## src/rtl/runway_slot_arbiter_pkg.sv

```systemverilog
// runway_slot_arbiter_pkg: arbiter FSM encodings and ECSU weather states shared with ECSU
package runway_slot_arbiter_pkg;
  typedef enum logic [1:0] {IDLE, GRANTED, CLEARING, LOCKED} arb_state_t;
  typedef enum logic [1:0] {ECSU_CLEAR, ECSU_CAUTION, ECSU_SEVERE, ECSU_EMERGENCY} ecsu_state_t;
endpackage

```

## src/rtl/runway_slot_arbiter_rr_picker.sv

```systemverilog
// runway_slot_arbiter_rr_picker: first set bit of eff scanning ptr+1, ptr+2, ... modulo N
module runway_slot_arbiter_rr_picker
  import runway_slot_arbiter_pkg::*;
#(
  parameter int N = 4,
  localparam int W = $clog2(N)
)(
  input  logic [N-1:0] eff,
  input  logic [W-1:0] ptr,
  output logic [N-1:0] pick,
  output logic [W-1:0] idx,
  output logic         any
);
  logic [W-1:0] j;
  always_comb begin
    j = '0;
    idx = '0;
    any = 1'b0;
    for (int i = N; i >= 1; i--) begin
      j = W'((int'(ptr) + i) % N);
      if (eff[j]) begin
        idx = j;
        any = 1'b1;
      end
    end
  end
  assign pick = any ? N'(1) << idx : '0;
endmodule

```

## src/rtl/runway_slot_arbiter.sv

```systemverilog
// runway_slot_arbiter: weather-gated round-robin runway grant with occupancy timeout and clearing interval
module runway_slot_arbiter
  import runway_slot_arbiter_pkg::*;
#(
  parameter int N_REQ = 4,
  parameter int OCC_CYCLES = 8,
  parameter int CAUTION_EXTRA = 4,
  parameter int CLEAR_CYCLES = 2,
  localparam int W = $clog2(N_REQ)
)(
  input  logic             CLK,
  input  logic             RST,
  input  logic [N_REQ-1:0] land_req,
  input  logic [N_REQ-1:0] emerg_req,
  input  logic [N_REQ-1:0] landed,
  input  logic [1:0]       ECSU_state,
  output logic [N_REQ-1:0] grant,
  output logic             grant_valid,
  output logic [W-1:0]     grant_id,
  output logic             runway_busy,
  output logic             timeout_err,
  output logic [1:0]       arb_state
);
  localparam logic [7:0] OCC_LD = 8'(OCC_CYCLES);
  localparam logic [7:0] CAU_LD = 8'(OCC_CYCLES + CAUTION_EXTRA);
  localparam logic [7:0] CLR_LD = 8'(CLEAR_CYCLES);
  arb_state_t state, state_n;
  logic [7:0] cnt, cnt_n;
  logic [W-1:0] ptr, ptr_n, id_n, idx;
  logic [N_REQ-1:0] grant_n, eff, pick;
  logic tout_n, any;
  assign eff = ECSU_state == ECSU_SEVERE ? '0 :
               ECSU_state == ECSU_EMERGENCY ? land_req & emerg_req : land_req;
  runway_slot_arbiter_rr_picker #(.N(N_REQ)) u_picker (
    .eff(eff), .ptr(ptr), .pick(pick), .idx(idx), .any(any)
  );
  always_ff @(posedge CLK or negedge RST) begin
    if (!RST) begin
      state <= IDLE;
      cnt <= '0;
      ptr <= W'(N_REQ - 1);
      grant <= '0;
      grant_id <= '0;
      timeout_err <= 1'b0;
    end else begin
      state <= state_n;
      cnt <= cnt_n;
      ptr <= ptr_n;
      grant <= grant_n;
      grant_id <= id_n;
      timeout_err <= tout_n;
    end
  end
  always_comb begin
    state_n = state;
    cnt_n = cnt != 8'd0 ? cnt - 8'd1 : 8'd0;
    ptr_n = ptr;
    grant_n = grant;
    id_n = grant_id;
    tout_n = 1'b0;
    case (state)
      IDLE:
        if (ECSU_state == ECSU_SEVERE) state_n = LOCKED;
        else if (any) begin
          state_n = GRANTED;
          grant_n = pick;
          id_n = idx;
          ptr_n = idx;
          cnt_n = ECSU_state == ECSU_CAUTION ? CAU_LD : OCC_LD;
        end
      GRANTED:
        if (landed[grant_id] || cnt <= 8'd1) begin
          tout_n = !landed[grant_id];
          state_n = CLEARING;
          grant_n = '0;
          cnt_n = CLR_LD;
        end
      CLEARING: state_n = cnt <= 8'd1 ? IDLE : CLEARING;
      LOCKED: state_n = ECSU_state != ECSU_SEVERE ? IDLE : LOCKED;
    endcase
  end
  assign grant_valid = |grant;
  assign runway_busy = state == GRANTED || state == CLEARING;
  assign arb_state = state;
endmodule

```

## config.mk

```make
export PLATFORM = sky130hd
export DESIGN_NAME = runway_slot_arbiter
export DESIGN_NICKNAME = d
export VERILOG_FILES = /design/src/rtl/runway_slot_arbiter_pkg.sv /design/src/rtl/runway_slot_arbiter_rr_picker.sv /design/src/rtl/runway_slot_arbiter.sv
export SDC_FILE = /design/constraint.sdc
export NUM_CORES = 1
export LEC_CHECK = 0
export CAP_MARGIN = 20
export CORE_MARGIN = 3
export CORE_UTILIZATION = 45
export CTS_BUF_LIST = sky130_fd_sc_hd__clkbuf_4 sky130_fd_sc_hd__clkbuf_8 sky130_fd_sc_hd__clkbuf_16
export DETAILED_ROUTE_END_ITERATION = 6
export DONT_BUFFER_PORTS = 1
export SLEW_MARGIN = 40
export SYNTH_ARGS = -nofsm -noshare
export SYNTH_HDL_FRONTEND = slang
export SYNTH_HIERARCHICAL = 1
export SYNTH_SLANG_ARGS = --single-unit
```

## constraint.sdc

```tcl
create_clock -name CLK -period 2.5 [get_ports CLK]
set_clock_uncertainty 0.1 [all_clocks]
set_input_delay 0.25 -clock CLK [delete_from_list [all_inputs] [get_ports CLK]]
set_output_delay 0.25 -clock CLK [all_outputs]
set_load 0.03 [all_outputs]
```

**After elaboration in Yosys (flattened, before gate mapping)**

Cells that the tools add are included.

- Shift operators: 1
- $add $sub $neg: 5
- Muxes and demuxes: 38
- Bitwise operators: 2
- Reduce and logical (&&, ||, !) cells: 10
- Order comparisons: 6
- Eq/ne operators: 11

Operator list:

| kind | count |
|---|---|
| $mux 8 | 4 |
| $mux 4 | 5 |
| $mux 2 | 9 |
| $pmux 8 s2 | 1 |
| $lt 2x3->1 const B | 5 |
| $mux 1 | 11 |
| $bmux 1 s2 | 5 |
| $eq 2x2->1 const B | 4 |
| $le 8x1->1 const B | 1 |
| $ne 2x2->1 const B | 4 |
| $pmux 2 s4 | 1 |
| $pmux 4 s2 | 1 |
| $reduce_bool 8->1 | 1 |
| $sub 8x1->8 const B | 1 |
| $add 2x1->2 const B | 2 |
| $add 2x2->2 const B | 2 |
| $and 4x4->4 | 1 |
| $eq 2x1->1 const B | 2 |
| $reduce_and 4->1 | 1 |
| $reduce_or 4->1 | 1 |
| $shl 1x2->4 const A | 1 |
| $mux 3 | 1 |
| $ne 3x3->1 const B | 1 |
| $reduce_and 3->1 | 1 |
| 6 further kinds | 7 |

- Word-level logic and storage cells: 79
- Bits of input ports: 16
- Bits in registers: 19

**Longest topological paths before layout**

Gate-level depths: netlist of run 1.

- Depth in word-level cells: 13
- Depth in mapped cells: 10

**Modules after synthesis**

Netlist of run 1, hierarchy kept.

By module, submodules not included:

| module | sequential area each (µm²) | cells each | times used | area an instance (µm²) |
|---|---|---|---|---|
| runway_slot_arbiter | 478.0 | 110 | 1 | 1,166.1 |
| runway_slot_arbiter_rr_picker | 0.0 | 32 | 1 | 219.0 |

**Worst setup path after synthesis of run 1**

OpenSTA, ideal clock, no wires.

- Path kind: register -> register
- From: reg state[1] (netlist: arb_state[1])
- To: reg grant[0]
- Data arrival time: 2.072 ns
- Slack: 0.203 ns
- Cell stages (with the launch flop): 9
- Required time: 2.275 ns
- Period minus slack after synthesis: 2.297 ns
- Library setup time: 0.125 ns
- Cells stage by stage: dfrtp_1 inv_1 ha_1 buf_1 nor2b_1 a2bb2oi_1 o22a_1 buf_6 mux2_4

- Cells in the longest elaborated chain, start to end: 3

Ends and longest elaborated chain:

| element | RTL line | source |
|---|---|---|
| start, declared | runway_slot_arbiter.sv:27 | `arb_state_t state, state_n;` |
| start signal, assigned | runway_slot_arbiter.sv:46 | `state <= state_n;` |
| $eq 2x1->1 or $logic_not 2->1 (tied branches) | runway_slot_arbiter.sv:61 | `case (state)` |
| $ne 2x2->1 (no source line) or $reduce_bool 2->1 (tied branches) | -- |  |
| $reduce_and 4->1 (no source line) | -- |  |
| end signal, assigned | runway_slot_arbiter.sv:49 | `grant <= grant_n;` |
| end, declared | runway_slot_arbiter.sv:17 | `output logic [N_REQ-1:0] grant,` |

Parallel ways exist; a longest one is shown, timed or not.
A chain may end at the register's enable or synchronous reset.

**Worst setup path after layout of run 1**

- From: reg cnt[5]
- To: reg grant[3]

- Cells in the longest elaborated chain, start to end: 4

Ends and longest elaborated chain:

| element | RTL line | source |
|---|---|---|
| start, declared | runway_slot_arbiter.sv:28 | `logic [7:0] cnt, cnt_n;` |
| start signal, assigned | runway_slot_arbiter.sv:47 | `cnt <= cnt_n;` |
| $le 8x1->1 | runway_slot_arbiter.sv:72 | `if (landed[grant_id] \|\| cnt <= 8'd1) begin` |
| $logic_or 1x1->1 | runway_slot_arbiter.sv:72 |  |
| $ne 2x2->1 (no source line) | -- |  |
| $reduce_and 4->1 (no source line) | -- |  |

No other way between the ends.

==> results of run 1 <==
worst reg2reg max path: cells and delay by family, from the launching register on:
family / cells / cell delay, ns
compound gates: 1 / 0.37
flops: 1 / 0.41
mux: 1 / 0.33
simple gates: 2 / 0.86
state kept, by name, summed over array words and instances, names as in the netlist:
signal       count
arb_state        2
cnt              8
grant            4
grant_id         2
ptr              2
timeout_err      1
cells in the mapped netlist, types with 2 or more instances:
master and count:
buf_2 2, nor3_1 8, buf_6 3, a21o_1 2, o22ai_1 3, o21a_1 2, clkbuf_1 2, mux2_4 4
a211oi_1 2, o32a_1 2, xnor2_1 5, inv_1 9, ha_1 7, dfrtp_1 17, nand2_1 8, nor2b_1 9
a2bb2oi_1 3, a21oi_1 3, nand3b_1 2, o22a_1 2, dfstp_2 2, a21boi_0 4, nor2_1 10, mux2_2 3
or4_1 2, nand2b_1 4, o21ai_0 3
layer usage:
metal | vias up | share of wire, % | GRT usage [%] | wire length (um)
li1 | 530 | - | - | -
met1 | 515 | 48 | 22.5 | 1340
met2 | 29 | 46 | 26.6 | 1310
met3 | 2 | 5.3 | 4.61 | 151
met4 | 0 | 0.74 | 3.33 | 21
met5 | - | 0 | 0 | 0
final cells by class:
class | instances | area share [%]
repair buffers | 13 | 6.53
inverters | 9 | 2.26
clock inverters | 1 | 0.335
well taps | 31 | 2.60
multi-input cells | 106 | 54.8
flip-flops and latches | 19 | 32.0
clock buffers | 3 | 1.51
metrics by stage:
stage / util [%] / instances / power (mW) / area [um^2]
after CTS: 52.2 / 181 / 1.99 / 1490
final: 52.4 / 182 / 1.98 / 1490
after global routing: 52.4 / 182 / 2.13 / 1490
after detailed placement: 50.9 / 176 / 1.82 / 1450
after global placement: 50.9 / 176 / 1.79 / 1450
after floorplan: - / 142 / 1.62 / 1390
worst paths after layout:
path | start | slack, ns | cells after the start | to
max in group asynchronous | RST | 1.66 | 2 | ptr[0]$_DFFE_PN1P_
max | cnt[5]$_DFF_PN0_ | 0.32 | 4 | grant[3]$_DFFE_PN0P_
max reg2reg | cnt[5]$_DFF_PN0_ | 0.32 | 4 | grant[3]$_DFFE_PN0P_
min reg2reg | cnt[0]$_DFF_PN0_ | 0.43 | 1 | cnt[0]$_DFF_PN0_
min in group asynchronous | RST | 0.31 | 2 | cnt[3]$_DFF_PN0_
min | ECSU_state[0] | 0.03 | 2 | cnt[2]$_DFF_PN0_
kinds of logic after synthesis:
| group | Yosys count |
|---|---|
| multiplexers | 8 |
| AND/OR/NAND/NOR | 52 |
| AO/OA/AOI/OAI | 33 |
| XOR/XNOR | 6 |
| adder cells (fa/ha/maj) | 7 |
| buffers and inverters | 17 |
| flip-flops | 19 |
what timing repair did:
item,CTS,global route
setup buffers,0,0
endpoints found under the setup margin,0,0
hold buffers,1,1
endpoints found under the hold margin,19,17
where the power goes:
group	internal, mW	switching [mW]	total (mW)
clock	0.0596	0.100	0.160
sequential	0.451	0.250	0.701
combinational	0.536	0.581	1.12
total	1.05	0.932	1.98
==> out/qor.csv, run 1 <==
metric,value,unit
status,"complete, no violations",
area_delta_synth_final,7.86,%
ys_seq_area_share,34.5,%
start_kind,register,
initial_core_util,48.6,%
port_buffers,0,
die_h,61.5,um
clkTransAtPathRegs,0.11,ns
rsz0062_at_grt,no,
leakagePower,0.669,nW
crit_chain,"or4_4, nor4_4, o22a_1, mux2_4",
critPathMaxStageDelay,0.60,ns
yosys.area_share.simple,23.2,%
arrival,2.27,ns
crit_path_max_fanout,5,
num-nets-final,175,
cts_buffers,3,
synth_compound_area_share,18.2,%
drt_iter0_markers,28,
timing.critical_path.buf_inv,0,
min_period,2.18,ns
layout_common_cells,"dfrtp_1 (17), buf_4 (11), nor2_1 (10)",
first_pass_iters,4,
overflow,0,
setup-tns-final,0,ns
slew_violations,0,
muxShareOfSynthArea,7.50,%
timing.critical_path.slowest_stage_cell,or4_4,
insertion_delay,0.30,ns
gp_congestion,0.826,
finalHoldViolations,0,
ios,27,
path_class,reg2reg,
dieArea,0.00378,mm^2
wirelength,2.82,mm
relSlewSlack,64.4,%
timing.hold.ws,0.0321,ns
synthAdderAreaFrac,6.32,%
fin_ws,0.321,ns
synth-xor-area-share,3.79,%
critical-path-top-delay-family,simple AND/OR/NAND/NOR gates,
tightest_slew,0.531,ns
async_flop_share,100,%
multi_input_area,818,um^2
dp_hpwl,2.12,mm
syn_area,0.00139,mm^2
routedWlPerCell,15.5,um
antenna_cells,0,
finalSetupViolations,0,
dr_total_vias,1076,
synthFlopType,dfrtp_1,
cts_resized,0,
ir_drop,0.000741,V
coreArea,0.00285,mm^2
crit_required,2.60,ns
yosysUniqueCellTypes,46,
vias_per_cell,5.91,
antenna_found_initial,0,
synth_top_area_cell,dfrtp_1,
power_density,1320,mW/mm^2
ant_nets,0,
regArea,478,um^2
synth_seq_cells,19,
maxCapViolCount,0,
drive_gt1_share,20.5,%
place_ws,0.339,ns
synth_top_area_share,30.7,%
syn_inst,142,
synth_edf_count,0,
grt_pass1_wl,4.71,mm
end_kind,register,
grt_start_max_net_pins,20,
nFillCells,274,
row_count,19,
grt_pass1_vias,1031,
clock-sinks,19,
min_period_over_period,87.2,%
syn_nets,165,
htree_levels,1,
cts_tree,done,
clock_path_buffers,2,
mostFrequentLayoutCell,dfrtp_1,
min_path_type,in2reg,
fmax,0.459,GHz
post-route-drc-count,0,
syn_area_per_cell,9.75,um^2
yosysWarnings,6,
synth_area_leaders,"dfrtp_1 (31%), ha_1 (6.3%), mux2_4 (4.3%)",
grtUsageTotal,16.6,%
synth_top_family_by_area,simple AND/OR/NAND/NOR gates,
die_x,61.5,um
cts_root_buf,clkbuf_4,
Power figures use the tool's default switching activity.
==> run 2, diff against run 1 <==
--- a/config.mk
+++ b/config.mk
@@ -6,7 +6,6 @@
 export NUM_CORES = 1
 export LEC_CHECK = 0
 export CAP_MARGIN = 20
-export CORE_MARGIN = 3
 export CORE_UTILIZATION = 45
 export CTS_BUF_LIST = sky130_fd_sc_hd__clkbuf_4 sky130_fd_sc_hd__clkbuf_8 sky130_fd_sc_hd__clkbuf_16
 export DETAILED_ROUTE_END_ITERATION = 6
==> constraint.sdc (replaced) <==
create_clock -name CLK -period 2.7 [get_ports CLK]
set_clock_uncertainty 0.1 [all_clocks]
set_input_delay 0.27 -clock CLK [delete_from_list [all_inputs] [get_ports CLK]]
set_output_delay 0.27 -clock CLK [all_outputs]
set_load 0.03 [all_outputs]
==> run 2 against run 1 <==
  * The flow now finishes with violations (DRC)
  * Hold slack gained 0.061 ns
  * Global-route usage grew 0.66 points
  * Register-to-register slack gained 0.02 ns
  * Via count shrank 5.6%
  * Maximum frequency shrank 7.5%
  * Non-clock buffer count shrank 4
  * Critical endpoint is now grant[0]$_DFFE_PN0P_
  * Largest cell class unchanged
  * Highest routed layer unchanged
==> out/qor.csv, run 2 (same netlist as run 1, synthesis figures left out) <==
metric,value,unit,change
cts_root_buf,clkbuf_4,,unchanged
multi_input_area,818,um^2,unchanged
antenna_found_initial,0,,unchanged
ant_nets,0,,unchanged
relSlewSlack,63.8,%,was 64.4%
clock_path_buffers,2,,unchanged
status,"finished, violations left",,"was complete, no violations"
reg_top3,"cnt: 8 flops, grant: 4 flops",,unchanged
htree_levels,1,,unchanged
switching_share,47.0,%,was 47.1%
p_clk_share,8.7,%,was 8.1%
start_kind,register,,unchanged
post-route-drc-count,1,,was 0
path_class,reg2reg,,unchanged
critPathMaxStageDelay,0.58,ns,was 0.60 ns
r2r_start,arb_state[1]$_DFFE_PN0P_,,was cnt[5]$_DFF_PN0_
maxCapViolCount,0,,unchanged
reg2reg_to,grant[0]$_DFFE_PN0P_,,was grant[3]$_DFFE_PN0P_
crit_required,2.78,ns,was 2.60 ns
regMostFlops,cnt,,unchanged
mostFrequentLayoutCell,dfrtp_1,,unchanged
port_buffers,0,,unchanged
num-nets-final,171,,was 175
coreArea,0.00283,mm^2,was 0.00285 mm^2
cts_tree,done,,unchanged
leakagePower,0.649,nW,was 0.669 nW
utilization,51.8,%,was 52.4%
drt_iter0_markers,43,,was 28
violations,DRC,,
timing.critical_path.slowest_stage_cell,dfrtp_1,,was or4_4
power.switching,0.837,mW,was 0.932 mW
finalSetupViolations,0,,unchanged
slew_violations,0,,unchanged
rsz0062_at_grt,no,,unchanged
wirelength,2.74,mm,was 2.82 mm
fmax,0.424,GHz,was 0.459 GHz
cts_buffers,3,,unchanged
insertion_delay,0.30,ns,about the same
grtUsageTotal,17.3,%,was 16.6%
ir_drop,0.000664,V,was 0.000741 V
routedWlPerCell,15.4,um,was 15.5 um
antenna_cells,0,,unchanged
end_kind,register,,unchanged
vias_per_cell,5.71,,was 5.91
area_delta_synth_final,5.87,%,was 7.86%
p_seq_share,38.5,%,was 35.4%
internal-power,0.946,mW,was 1.05 mW
die_x,57.5,um,was 61.5 um
first_pass_iters,6,,was 4
initial_core_util,49.0,%,was 48.6%
power_density,1220,mW/mm^2,was 1320 mW/mm^2
finalHoldViolations,0,,unchanged
stdcell_area,0.00147,mm^2,was 0.00149 mm^2
nFillCells,268,,was 274
reg2reg_depth,6,,was 4
crit_chain,"inv_1, ha_1, nor2b_1, a2bb2oi_1, o22a_1, mux2_4",,"was or4_4, nor4_4, o22a_1, mux2_4"
min_path_cells,2,,unchanged
min_path_type,in2reg,,unchanged
dieArea,0.00330,mm^2,was 0.00378 mm^2
largest_register_ffs,8,,unchanged
row_count,19,,unchanged
gp_congestion,0.858,,was 0.826
p_comb_share,52.8,%,was 56.5%
setup-tns-final,0,ns,unchanged
die_h,57.5,um,was 61.5 um
place_inst,172,,was 176
min_period,2.36,ns,was 2.18 ns
overflow,0,,unchanged
crit_path_max_fanout,10,,was 5
regArea,478,um^2,unchanged
grt_pass1_wl,4.42,mm,was 4.71 mm
grt_pass1_vias,999,,"was 1,031"
tightest_slew,0.541,ns,was 0.531 ns
dp_hpwl,2.07,mm,was 2.12 mm
fin_cells,178,,was 182
ios,27,,unchanged
arrival,2.44,ns,was 2.27 ns
drive_gt1_share,18.4,%,was 20.5%
clkTransAtPathRegs,0.11,ns,about the same
placed_area,0.00142,mm^2,was 0.00145 mm^2
holdPathEnd,cnt[2]$_DFF_PN0_,,unchanged
dr_total_vias,1016,,"was 1,076"
clock-sinks,19,,unchanged
postCtsSetupBuffers,0,,unchanged
layout_common_cells,"dfrtp_1 (17), nor2_1 (10), inv_1 (9), nor2b_1 (9)",,"was dfrtp_1 (17), buf_4 (11), nor2_1 (10)"
grt_start_max_net_pins,20,,unchanged
r2r_slack,0.34,ns,was 0.32 ns
min_period_over_period,87.3,%,was 87.2%
hp-start,ECSU_state[0],,unchanged
run 2: how the worst max path moves through the flow:
stage / startpoint / to / cells after the start
detailed placement: arb_state[1]$_DFFE_PN0P_ / grant[0]$_DFFE_PN0P_ / 6
finish: arb_state[1]$_DFFE_PN0P_ / grant[0]$_DFFE_PN0P_ / 6
floorplan: arb_state[1]$_DFFE_PN0P_ / grant[0]$_DFFE_PN0P_ / 8
CTS: arb_state[1]$_DFFE_PN0P_ / grant[0]$_DFFE_PN0P_ / 6
global route: arb_state[1]$_DFFE_PN0P_ / cnt[2]$_DFF_PN0_ / 7
global placement: arb_state[1]$_DFFE_PN0P_ / grant[0]$_DFFE_PN0P_ / 6
run 2: metrics by stage:
| stage | total power [mW] | worst slack [ns] | hold slack [ns] |
|---|---|---|---|
| CTS | 1.80 | 0.344 | 0.0667 |
| finish | 1.78 | 0.344 | 0.0933 |
| floorplan | 1.50 | 0.403 | -0.126 |
| global route | 1.92 | 0.216 | 0.0823 |
| detailed placement | 1.63 | 0.385 | -0.125 |
| global placement | 1.60 | 0.405 | -0.125 |
run 2: timing repair:
action                                 in CTS  in global routing
endpoints found under the hold margin      19                 17
hold buffers                                1                  1
gates resized for setup                     0                  0
run 2: power by group through the flow:
stage	Combinational, mW	Clock [mW]	Sequential, mW
floorplan	0.873	0	0.625
CTS	0.946	0.164	0.689
finish	0.941	0.155	0.687
global placement	0.917	0	0.686
global route	1.04	0.172	0.709
detailed placement	0.934	0	0.697
run 2: layout make-up:
class	count	area share [%]
multi-input cells	106	55.8
flip-flops and latches	19	32.6
repair buffers	9	4.61
well taps	31	2.65
inverters	9	2.30
clock buffers	4	2.05
run 2: metal layers:
| layer | track usage [%] | wire length [um] | vias up |
|---|---|---|---|
| met3 | 5.22 | 143 | 2 |
| met2 | 28.7 | 1210 | 29 |
| met1 | 22.8 | 1370 | 469 |
| met5 | 0 | 0 | - |
| li1 | - | - | 516 |
| met4 | 2.09 | 10 | 0 |
run 2: worst max-delay path, delay by kind of cell (launching register included):
family | cells | cell delay (ns)
buf+inv | 1 | 0.14
fa+ha+maj | 1 | 0.33
compound gates | 2 | 0.58
mux | 1 | 0.33
simple gates | 1 | 0.18
flops | 1 | 0.58
